**src/rtl/slp_layer_ctrl.sv**
```systemverilog
// Single-layer perceptron controller: runs OUT neurons in turn
// through one shared slp_infer datapath and collects the results.
module slp_layer_ctrl #(
  parameter int IN     = 4,
  parameter int OUT    = 8,
  parameter int I_PREC = 8,
  parameter int W_PREC = 8,
  parameter int O_PREC = 8,
  localparam int NW    = (OUT > 1) ? $clog2(OUT) : 1
) (
  input  logic                     clk,
  input  logic                     reset_,
  input  logic                     in_valid,
  output logic                     in_ready,
  input  logic [IN*I_PREC-1:0]     in_vec,
  output logic                     w_rd,
  output logic [NW-1:0]            w_addr,
  input  logic [(IN+1)*W_PREC-1:0] w_data,
  output logic [IN*I_PREC-1:0]     dp_in,
  output logic [(IN+1)*W_PREC-1:0] dp_weight,
  input  logic [O_PREC-1:0]        dp_out,
  input  logic                     dp_udf,
  input  logic                     dp_ovf,
  input  logic                     dp_rounded,
  output logic                     out_valid,
  input  logic                     out_ready,
  output logic [OUT*O_PREC-1:0]    out_vec,
  output logic [OUT-1:0]           out_sat,
  output logic [OUT-1:0]           out_rnd,
  output logic                     busy
);

  localparam int IW = IN * I_PREC;
  localparam int WW = (IN + 1) * W_PREC;

  typedef enum logic [2:0] {
    S_IDLE,
    S_FETCH,
    S_LOAD,
    S_EVAL,
    S_DONE
  } state_t;

  state_t                       state_q, state_d;
  logic [NW-1:0]                n_q, n_d;
  logic [IW-1:0]                dp_in_q, dp_in_d;
  logic [WW-1:0]                dp_weight_q, dp_weight_d;
  logic [OUT-1:0][O_PREC-1:0]   res_q, res_d;
  logic [OUT-1:0]               sat_q, sat_d;
  logic [OUT-1:0]               rnd_q, rnd_d;
  logic                         in_ready_q, in_ready_d;
  logic                         w_rd_q, w_rd_d;
  logic                         out_valid_q, out_valid_d;
  logic                         busy_q, busy_d;

  // Next-state, datapath capture and registered status outputs.
  always_comb begin
    state_d     = state_q;
    n_d         = n_q;
    dp_in_d     = dp_in_q;
    dp_weight_d = dp_weight_q;
    res_d       = res_q;
    sat_d       = sat_q;
    rnd_d       = rnd_q;
    unique case (state_q)
      S_IDLE: begin
        if (in_valid && in_ready_q) begin
          dp_in_d = in_vec;
          n_d     = '0;
          state_d = S_FETCH;
        end
      end
      S_FETCH: state_d = S_LOAD;
      S_LOAD: begin
        dp_weight_d = w_data;
        state_d     = S_EVAL;
      end
      S_EVAL: begin
        for (int k = 0; k < OUT; k++) begin
          if (n_q == NW'(k)) begin
            res_d[k] = dp_out;
            sat_d[k] = dp_udf | dp_ovf;
            rnd_d[k] = dp_rounded;
          end
        end
        if (n_q == NW'(OUT - 1)) begin
          n_d     = '0;
          state_d = S_DONE;
        end else begin
          n_d     = n_q + NW'(1);
          state_d = S_FETCH;
        end
      end
      S_DONE: begin
        if (out_ready) state_d = S_IDLE;
      end
      default: state_d = S_IDLE;
    endcase
    in_ready_d  = (state_d == S_IDLE);
    w_rd_d      = (state_d == S_FETCH);
    out_valid_d = (state_d == S_DONE);
    busy_d      = (state_d != S_IDLE);
  end

  // State and output registers; reset idles ready for a vector.
  always_ff @(posedge clk or negedge reset_) begin
    if (!reset_) begin
      state_q     <= S_IDLE;
      n_q         <= '0;
      dp_in_q     <= '0;
      dp_weight_q <= '0;
      res_q       <= '0;
      sat_q       <= '0;
      rnd_q       <= '0;
      in_ready_q  <= 1'b1;
      w_rd_q      <= 1'b0;
      out_valid_q <= 1'b0;
      busy_q      <= 1'b0;
    end else begin
      state_q     <= state_d;
      n_q         <= n_d;
      dp_in_q     <= dp_in_d;
      dp_weight_q <= dp_weight_d;
      res_q       <= res_d;
      sat_q       <= sat_d;
      rnd_q       <= rnd_d;
      in_ready_q  <= in_ready_d;
      w_rd_q      <= w_rd_d;
      out_valid_q <= out_valid_d;
      busy_q      <= busy_d;
    end
  end

  assign in_ready  = in_ready_q;
  assign w_rd      = w_rd_q;
  assign w_addr    = n_q;
  assign dp_in     = dp_in_q;
  assign dp_weight = dp_weight_q;
  assign out_valid = out_valid_q;
  assign out_vec   = res_q;
  assign out_sat   = sat_q;
  assign out_rnd   = rnd_q;
  assign busy      = busy_q;

endmodule

```
**config.mk**
```make
export PLATFORM = sky130hd
export DESIGN_NAME = slp_layer_ctrl
export DESIGN_NICKNAME = d
export VERILOG_FILES = /design/src/rtl/slp_layer_ctrl.sv
export SDC_FILE = /design/constraint.sdc
export NUM_CORES = 1
export LEC_CHECK = 0
export ABC_AREA = 1
export BUFFER_PORTS_ARGS = -buffer_cell sky130_fd_sc_hd__buf_2
export CORE_MARGIN = 5
export CORE_UTILIZATION = 35
export CTS_CLUSTER_DIAMETER = 40
export DETAILED_ROUTE_END_ITERATION = 16
export GPL_ROUTABILITY_DRIVEN = 1
export GPL_TIMING_DRIVEN = 1
export PLACE_DENSITY = 0.66
export SLEW_MARGIN = 25
export SYNTH_ARGS = -nofsm -noshare
export SYNTH_HDL_FRONTEND = slang
export SYNTH_SLANG_ARGS = --single-unit
```
**constraint.sdc**
```tcl
create_clock -name clk -period 3.22 [get_ports clk]
set_input_delay 0.644 -clock clk [delete_from_list [all_inputs] [get_ports clk]]
set_output_delay 0.644 -clock clk [all_outputs]
set_load 0.05 [all_outputs]
```
Word level (Yosys, flattened, before mapping). Index checks and enable logic that the tools add are counted.

Bits in registers: 162. Input port bits: 87. Output and inout bits: 159. Word-level logic and storage cells: 71.

Add/subtract/negate cells: 1. Equality and inequality tests: 14. Mux-type cells: 7. Bitwise gates (word level): 1. Reduce and logical (&&, ||, !) cells: 16.

Operators by type and width (count): AND reduction 2 bit (10); equality test 3 bit (second input constant) (6); 2-to-1 mux 3 bit (5); case mux 3 bit (5 select lines) (1); equality test 3 x 2 -> 1 bit (second input constant) (4); equality test 3 x 1 -> 1 bit (second input constant) (3); zero test 3 bit (3); case mux 3 bit (2 select lines) (1); adder 3 x 1 -> 3 bit (second input constant) (1); nonzero test 3 bit (1); != test 2 bit (second input constant) (1); nonzero test 2 bit (1); logical AND 1 bit (1); OR 1 bit (1).

Longest topological paths before layout. Gate-level depths: netlist of the first run.

Word-level depth: 4. Mapped depth: 8. Mapped depth without buffers: 7.

Worst setup path before layout of the first run. Ideal clock, no wire load.

Kind: reg-to-reg. Start point: reg n_q[1] (netlist: w_addr[1]). End point: reg sat_q[7] (netlist: out_sat[7]). Setup time: 136 ps. Arrival time: 1595 ps. Data required time: 3084 ps. Setup slack: 1489 ps. Stages on the path, launching flop included: 7. Path buffers: 1. Clock period less this slack: 1731 ps. Cell sequence: dfrtp_1 > ha_1 > ha_1 > nand4_1 > buf_2 > nand2_1 > o21ai_0.

Longest elaborated chain between the ends: 2.

Ends and longest elaborated chain: from (decl) (line 45) `logic [NW-1:0] n_q, n_d;`; from (signal assigned) (line 121) `n_q <= n_d;`; equality test 3 bit (line 80) `if (n_q == NW'(k)) begin`; AND reduction 2 bit (no source line); to (signal assigned) (line 125) `sat_q <= sat_d;`; to (decl) (line 49) `logic [OUT-1:0] sat_q, sat_d;`.

Every way passes these cells. A chain may end at the register's enable or synchronous reset.

Worst setup path after layout of the first run.
Start point: reg n_q[0] (netlist: w_addr[0]). End point: reg res_q (netlist bit out_vec[61]).

Longest elaborated chain between the ends: 2.

Ends and longest elaborated chain: equality test 3 bit (line 80); AND reduction 2 bit (no source line); to (signal assigned) (line 124) `res_q <= res_d;`; to (decl) (line 48) `logic [OUT-1:0][O_PREC-1:0] res_q, res_d;`.

Every way passes these cells.

==> metrics.yaml, run 1 <==
floorplan:
  io_pins: 246
  core_area_sq_um: 17300
  die_w_microns: 143
  initial_core_util: 0.357
  die_area_sq_um: 20400
  fp-row-count: 48
  die_h_microns: 143
timing:
  clock_skew_ns: 0.00945
  slew_violations: 0
  fin_crit_ns: 1.99
  fmax_mhz: 501
  fin_crit_sh: 0.619
  fin_setup_tns_ns: 0
  worst_slew_pin_slew_ns: 0.782
  slew-limit-headroom: 0.477
  finalHoldViolCount: 0
  rsz0062_at_grt: "no"
  finalSetupViolations: 0
logic_synthesis:
  syn-cell-area_sq_um: 6170
  yosys-top-cells-count: "nand2_1, dfrtp_1, o21ai_0"
  synthArstFlopShare: 1.00
  synth.distinct_cells: 20
  synth-seq-cells: 162
  synthMostInstantiatedCell: "nand2_1"
  synthesis.nets: 745
  synth_edf_count: 0
  netlist_instances: 652
  yosysTopAreaCellShare: 0.653
  yosys.area.top_type: "dfrtp_1"
  syn_avg_cell_area_sq_um: 9.47
  yosysWarnings: 0
  ys_seq_area_frac: 0.657
  synth_area_leaders: "dfrtp_1, nand2_1, o21ai_0, nand3_1, inv_1"
  synth_ff_type: "dfrtp_1"
critical_path:
  crit_path_end_kind: "flop"
  worstSetupPathType: "flop to flop"
  arrival_ns: 2.30
  slowest_stage: "nand4_1"
  startpoint: "w_addr[0]$_DFFE_PN0P_"
  required_ns: 3.53
  cpPeakStageDelay_ns: 0.63
  cp-start-kind: "flop"
  path_cells: "ha_1 > ha_1 > nand4_1 > o21ai_0"
  regToRegStartpoint: "w_addr[0]$_DFFE_PN0P_"
  crit_fanout: 23
  cpMostUsedCell: "ha_1"
global_routing:
  grt_usage: 0.174
  grt_max_degree: 69
  grt_pass1_vias: 5196
  grt_pass1_wl_mm: 27.7
  antenna_found_initial: 0
  grt-ovfl-total: 0
clock_network:
  numCtsBuffers: 17
  clkLatencyLatePin_ns: 0.42
  max-clock-path-buffers: 2
  post_cts_buffers: 0
  clock_sinks: 162
  ctsHoldBuffers: 0
  cts_tree: "yes"
  htreeDepth: 4
  cts_resized: 0
  clkTransAtPathRegs_ns: 0.07
  clockRootBuffer: "clkbuf_16"
routing:
  vias: 5187
  wl_mm: 17.5
  ant_nets: 0
  viasPerCell: 4.60
  first_iter_violations: 269
  drcViolationCount: 0
  wl_per_cell_microns: 15.5
  first_pass_iters: 5
outcome:
  status: "finished, final reports clean"
job:
  maxCapViolations: 0
placed_design:
  hpwl_mm: 12.4
  numPortBuffers: 245
  place.gp.congestion: 0.771
cells_and_area:
  fill_cells: 1681
  final_nets: 982
  drive_gt1_frac: 0.324
  antenna_cells: 0
  syn2layout_area_growth_pct: 32.7
hold_path:
  hp-class: "primary input to async pin"
==> final timing paths <==
path | slack [ns] | endpoint | cells after the start
setup / recovery | 1.23 | out_vec[61]$_DFFE_PN0P_ | 4
hold / removal | 0.20 | out_rnd[3]$_DFFE_PN0P_ | 1
setup reg to reg | 1.23 | out_vec[61]$_DFFE_PN0P_ | 4
hold reg to reg | 0.47 | dp_weight[28]$_DFFE_PN0P_ | 2
max in group asynchronous | 2.12 | in_ready$_DFF_PN1_ | 2
min in group clk | 0.42 | dp_in[2]$_DFFE_PN0P_ | 3
==> critical path, delay by kind of cell (launching register included) <==
kind	cells	cell delay (ns)
DFF	1	0.42
and+or+nand+nor	1	0.63
AOI/OAI and AO/OA	1	0.42
adders and majority gates	2	0.41
==> layout make-up <==
type                            count  area (sq um)  area share
Sequential cell                   162          4060       0.495
Multi-Input combinational cell    430          1850       0.226
Timing Repair Buffer              253          1290       0.158
Clock buffer                       18           439      0.0536
Tap cell                          225           282      0.0344
Clock inverter                     14           176      0.0215
Inverter                           25          93.8      0.0115
==> state kept, by name (all words and copies together), names as in the netlist <==
signal and cells:
dp_weight 40, out_vec 64, state_q 3, dp_in 32, out_rnd 8, out_sat 8, busy 1, w_addr 3
in_ready 1, w_rd 1, out_valid 1
==> placed cells by master (no fill, tap or decap), drive strengths merged <==
cell	count
nand3	47
clkbuf	18
o21ai	82
clkinvlp	1
a21oi	1
bufinv	3
nor2	11
dfstp	1
buf	253
clkinv	6
nand2	280
dfrtp	161
nand4	1
or2	1
ha	6
inv	29
nand3b	1
==> metal layers <==
layer,GRT usage,part of all wire,vias to the layer above
met5,0,0,-
met4,0.0780,0.032,0
met3,0.0439,0.066,32
met2,0.281,0.48,171
met1,0.220,0.42,2447
li1,-,-,2537
==> per-stage QoR <==
| stage | util | hold WS (ns) | cells | area [sq um] | worst slack [ns] |
|---|---|---|---|---|---|
| after detailed placement | 0.438 | 0.453 | 1095 | 7580 | 1.19 |
| after global placement | 0.438 | 0.449 | 1095 | 7580 | 1.24 |
| after global routing | 0.474 | 0.267 | 1127 | 8190 | 0.890 |
| after CTS | 0.474 | 0.229 | 1127 | 8190 | 1.17 |
| after floorplan | - | 0.348 | 652 | 6170 | 1.49 |
| final | 0.474 | 0.202 | 1127 | 8190 | 1.23 |
==> cells by family after synthesis <==
logic type / count (synthesis) / share of synthesized area
flip-flops: 162 / 0.657
AO/OA/AOI/OAI: 83 / 0.0673
adder cells (fa/ha/maj): 6 / 0.0122
buffers and inverters: 60 / 0.0428
AND/OR/NAND/NOR: 341 / 0.221
Power of run 1 is not shown: default switching activity piles up to over one toggle a cycle in this logic, so the estimate is an artifact.
==> run 2, diff against run 1 <==
PLACE_DENSITY = 0.68   (was 0.66)
clock period = 1.7 ns   (was 3.22 ns; I/O delays follow)
==> metrics.yaml, run 2 (synthesis results as in run 1) <==
global_routing:
  grt-ovfl-total: 0
  grt_usage: 0.169
  grt_max_degree: 44
  antenna_found_initial: 0
  grt_pass1_vias: 5089
  grt_pass1_wl_mm: 27.0
routing:
  wl_mm: 17.1
  first_pass_iters: 5
  ant_nets: 0
  wl_met2_mm: 8.22
  wl_met3_mm: 1.35
  vias: 5130
  wl_met1_mm: 7.16
  drcViolationCount: 0
  wl_per_cell_microns: 15.0
  routed.top_layer: "met4"
  viasPerCell: 4.50
  first_iter_violations: 221
floorplan:
  io_pins: 246
  die_area_sq_um: 20400
  initial_core_util: 0.357
  die_h_microns: 143
  fp-row-count: 48
  core_area_sq_um: 17300
  die_w_microns: 143
hold_path:
  hold_path_end: "dp_in[26]$_DFFE_PN0P_"
  min_delay_path_depth: 3
  hp-class: "primary input to flop"
  worstHoldStart: "in_vec[26]"
critical_path:
  path_cells: "buf_2"
  slowest_stage: "dfrtp_1"
  crit_fanout: 10
  reg2reg_to: "out_vec[59]$_DFFE_PN0P_"
  cpPeakStageDelay_ns: 0.50
  crit_path_end_kind: "output pin"
  rr_worst_depth: 5
  worstSetupPathType: "flop to output pin"
  required_ns: 1.36
  arrival_ns: 1.25
  regToRegStartpoint: "w_addr[0]$_DFFE_PN0P_"
  path_buf_inv: 1
  cp-start-kind: "flop"
  critPathTopFamily: "flip-flops"
  rrSetupSlack_ns: 0.19
clock_network:
  cts_tree: "yes"
  clkTransAtPathRegs_ns: 0.07
  clockRootBuffer: "clkbuf_16"
  clock_sinks: 162
  numCtsBuffers: 17
  htreeDepth: 4
  max-clock-path-buffers: 2
  clkLatencyLatePin_ns: 0.41
placed_design:
  numPortBuffers: 245
  place.gp.congestion: 0.757
  hpwl_mm: 12.3
timing:
  slew-limit-headroom: 0.687
  worst_slew_pin_slew_ns: 0.469
  fin_crit_ns: 1.59
  slew_violations: 0
  fin_setup_tns_ns: 0
  fmax_mhz: 628
  whs_ns: 0.122
  finalHoldViolCount: 0
  finalSetupViolations: 0
  clock_skew_ns: 0.00794
  fin_crit_sh: 0.937
  rsz0062_at_grt: "no"
job:
  maxCapViolations: 0
cells_and_area:
  final_common_cell: "nand2_1"
  syn2layout_area_growth_pct: 35.5
  antenna_cells: 0
  largest_reg_flops: 64
  post-route-util: 0.484
  final_nets: 994
  drive_gt1_frac: 0.335
  fill_cells: 1658
  mostFrequentLayoutCells: "nand2_1, buf_2, dfrtp_1, o21ai_0, nand3_1"
outcome:
  status: "finished, final reports clean"
run 2: cell type report:
class                      instances  area (sq um)  area share
clock buffer                      19           443      0.0529
clock inverter                    13           196      0.0235
tap                              225           282      0.0336
inverter                          25          93.8      0.0112
timing repair buffer             265          1440       0.172
multi-input combinational        430          1860       0.222
sequential                       162          4060       0.485
run 2: how the worst max path moves through the flow:
stage,start,to,cells past startpoint
finish,w_addr[2]$_DFFE_PN0P_,w_addr[2],1
detailed placement,w_addr[0]$_DFFE_PN0P_,out_rnd[2]$_DFFE_PN0P_,6
CTS,w_addr[2]$_DFFE_PN0P_,w_addr[2],1
floorplan,w_addr[2]$_DFFE_PN0P_,w_addr[2]$_DFFE_PN0P_,5
global route,w_addr[0]$_DFFE_PN0P_,out_vec[63]$_DFFE_PN0P_,6
global placement,w_addr[0]$_DFFE_PN0P_,out_rnd[2]$_DFFE_PN0P_,7
run 2: metrics by stage:
| stage | setup slack [ns] | cell area [sq um] | std cells |
|---|---|---|---|
| after floorplan | 0.0614 | 6180 | 652 |
| after global placement | 0.243 | 7710 | 1106 |
| after detailed placement | 0.169 | 7710 | 1106 |
| after CTS | 0.0756 | 8360 | 1139 |
| after global routing | 0.0180 | 8370 | 1139 |
| final | 0.107 | 8370 | 1139 |
run 2: per-layer routing:
layer / vias to the layer above / track usage
li1: 2562 / -
met1: 2367 / 0.219
met2: 178 / 0.274
met3: 23 / 0.0476
met4: 0 / 0.0590
met5: - / 0
run 2: repair_timing:
| item | CTS | global route |
|---|---|---|
| buffers inserted | 0 | 0 |
| gates resized for setup | 0 | 2 |
| endpoints found under the setup margin | 0 | 11 |
| hold buffers | 1 | 0 |
| endpoints found under the hold margin | 25 | 0 |
Power of run 2 is left out for the same reason.
==> run 3, diff against run 2 <==
CORE_MARGIN = unset   (was 5)
PLACE_DENSITY = 0.72   (was 0.68)
==> metrics.yaml, run 3 (synthesis results as in run 1) <==
timing:
  slew-limit-headroom: 0.709
  finalHoldViolCount: 0
  slew_violations: 0
  fin_crit_ns: 1.60
  fin_crit_sh: 0.944
  finalSetupViolations: 0
  fmax_mhz: 623
  fin_setup_tns_ns: 0
  rsz0062_at_grt: "no"
  worst_slew_pin_slew_ns: 0.436
  clock_skew_ns: 0.00857
cells_and_area:
  mostFrequentLayoutCells: "nand2_1, buf_2, dfrtp_1, o21ai_0, nand3_1"
  final_common_cell: "nand2_1"
  largest_reg_flops: 64
  final_nets: 993
  fill_cells: 1653
  drive_gt1_frac: 0.336
  regArea_sq_um: 4060
  multiInputGateArea_sq_um: 1860
  syn2layout_area_growth_pct: 35.3
floorplan:
  fp-row-count: 48
  initial_core_util: 0.358
  core_area_sq_um: 17200
  io_pins: 246
  die_h_microns: 135
  die_w_microns: 135
  die_area_sq_um: 18200
global_routing:
  grt_usage: 0.186
  grt_pass1_wl_mm: 25.6
  grt_max_degree: 42
  grt_pass1_vias: 4808
  antenna_found_initial: 1
  grt-ovfl-total: 0
critical_path:
  required_ns: 1.36
  cp-start-kind: "flop"
  path_buf_inv: 1
  critPathTopFamily: "flip-flops"
  crit_fanout: 10
  crit_cells: 1
  crit_path_end_kind: "output pin"
  arrival_ns: 1.26
  worstSetupPathType: "flop to output pin"
  rr_worst_depth: 5
  path_cells: "buf_2"
  cpPeakStageDelay_ns: 0.50
  slowest_stage: "dfrtp_1"
clock_network:
  clockRootBuffer: "clkbuf_16"
  numCtsBuffers: 17
  clock_sinks: 162
  max-clock-path-buffers: 2
  clkTransAtPathRegs_ns: 0.07
  cts_tree: "yes"
  clkLatencyLatePin_ns: 0.42
  htreeDepth: 4
outcome:
  status: "finished, final reports clean"
routing:
  viasPerCell: 4.55
  first_pass_iters: 6
  wl_mm: 16.6
  drcViolationCount: 0
  vias: 5181
  ant_nets: 0
  wl_per_cell_microns: 14.6
  first_iter_violations: 282
placed_design:
  hpwl_mm: 11.7
  numPortBuffers: 245
  place.gp.congestion: 0.774
hold_path:
  hp-class: "primary input to flop"
  min_delay_path_depth: 3
job:
  maxCapViolations: 0
==> run 3: per-stage QoR <==
| stage | setup slack, ns | cells | utilization | hold slack (ns) | cell area, sq um |
|---|---|---|---|---|---|
| after floorplan | 0.0614 | 652 | - | 0.0444 | 6180 |
| after global placement | 0.220 | 1105 | 0.448 | 0.267 | 7720 |
| after detailed placement | 0.105 | 1105 | 0.448 | 0.273 | 7720 |
| after CTS | 0.0671 | 1138 | 0.484 | 0.101 | 8350 |
| after global routing | 0.0198 | 1139 | 0.485 | 0.108 | 8360 |
| final | 0.0955 | 1139 | 0.485 | 0.116 | 8360 |
==> run 3: layer usage <==
layer | routed length (microns) | global-route usage
met5 | 0 | 0
met2 | 8180 | 0.308
met4 | 367 | 0.0787
met1 | 7110 | 0.232
met3 | 923 | 0.0484
==> run 3: tightest hold or removal path: cells and delay by family <==
kind	cells	cell delay [ns]
AND/OR/NAND/NOR	2	0.09
buffers and inverters	1	0.07
==> run 3: worst paths after layout <==
| check | endpoint | slack [ns] | start |
|---|---|---|---|
| min in group asynchronous | out_vec[24]$_DFFE_PN0P_ | 0.39 | reset_ |
| setup reg to reg | out_vec[60]$_DFFE_PN0P_ | 0.17 | w_addr[0]$_DFFE_PN0P_ |
| hold reg to reg | dp_weight[10]$_DFFE_PN0P_ | 0.46 | dp_weight[10]$_DFFE_PN0P_ |
| hold / removal | dp_in[29]$_DFFE_PN0P_ | 0.12 | in_vec[29] |
| max in group asynchronous | dp_weight[37]$_DFFE_PN0P_ | 0.76 | reset_ |
| setup / recovery | w_addr[2] | 0.1 | w_addr[2]$_DFFE_PN0P_ |
==> run 3: what timing repair did <==
action                                 4_1_cts  5_1_grt
gates resized for setup                      0        3
endpoints found under the hold margin       28        0
hold buffers                                 1        0
setup endpoints to repair                    0       12
buffers inserted                             0        0
==> run 3: area by class of cell <==
type,instances,area share
antenna,1,0.000299
multi-input combinational,430,0.223
clock inverter,14,0.0214
clock buffer,18,0.0526
tap,225,0.0337
timing repair buffer,264,0.172
sequential,162,0.486
inverter,25,0.0112
Power of run 3 is left out for the same reason.
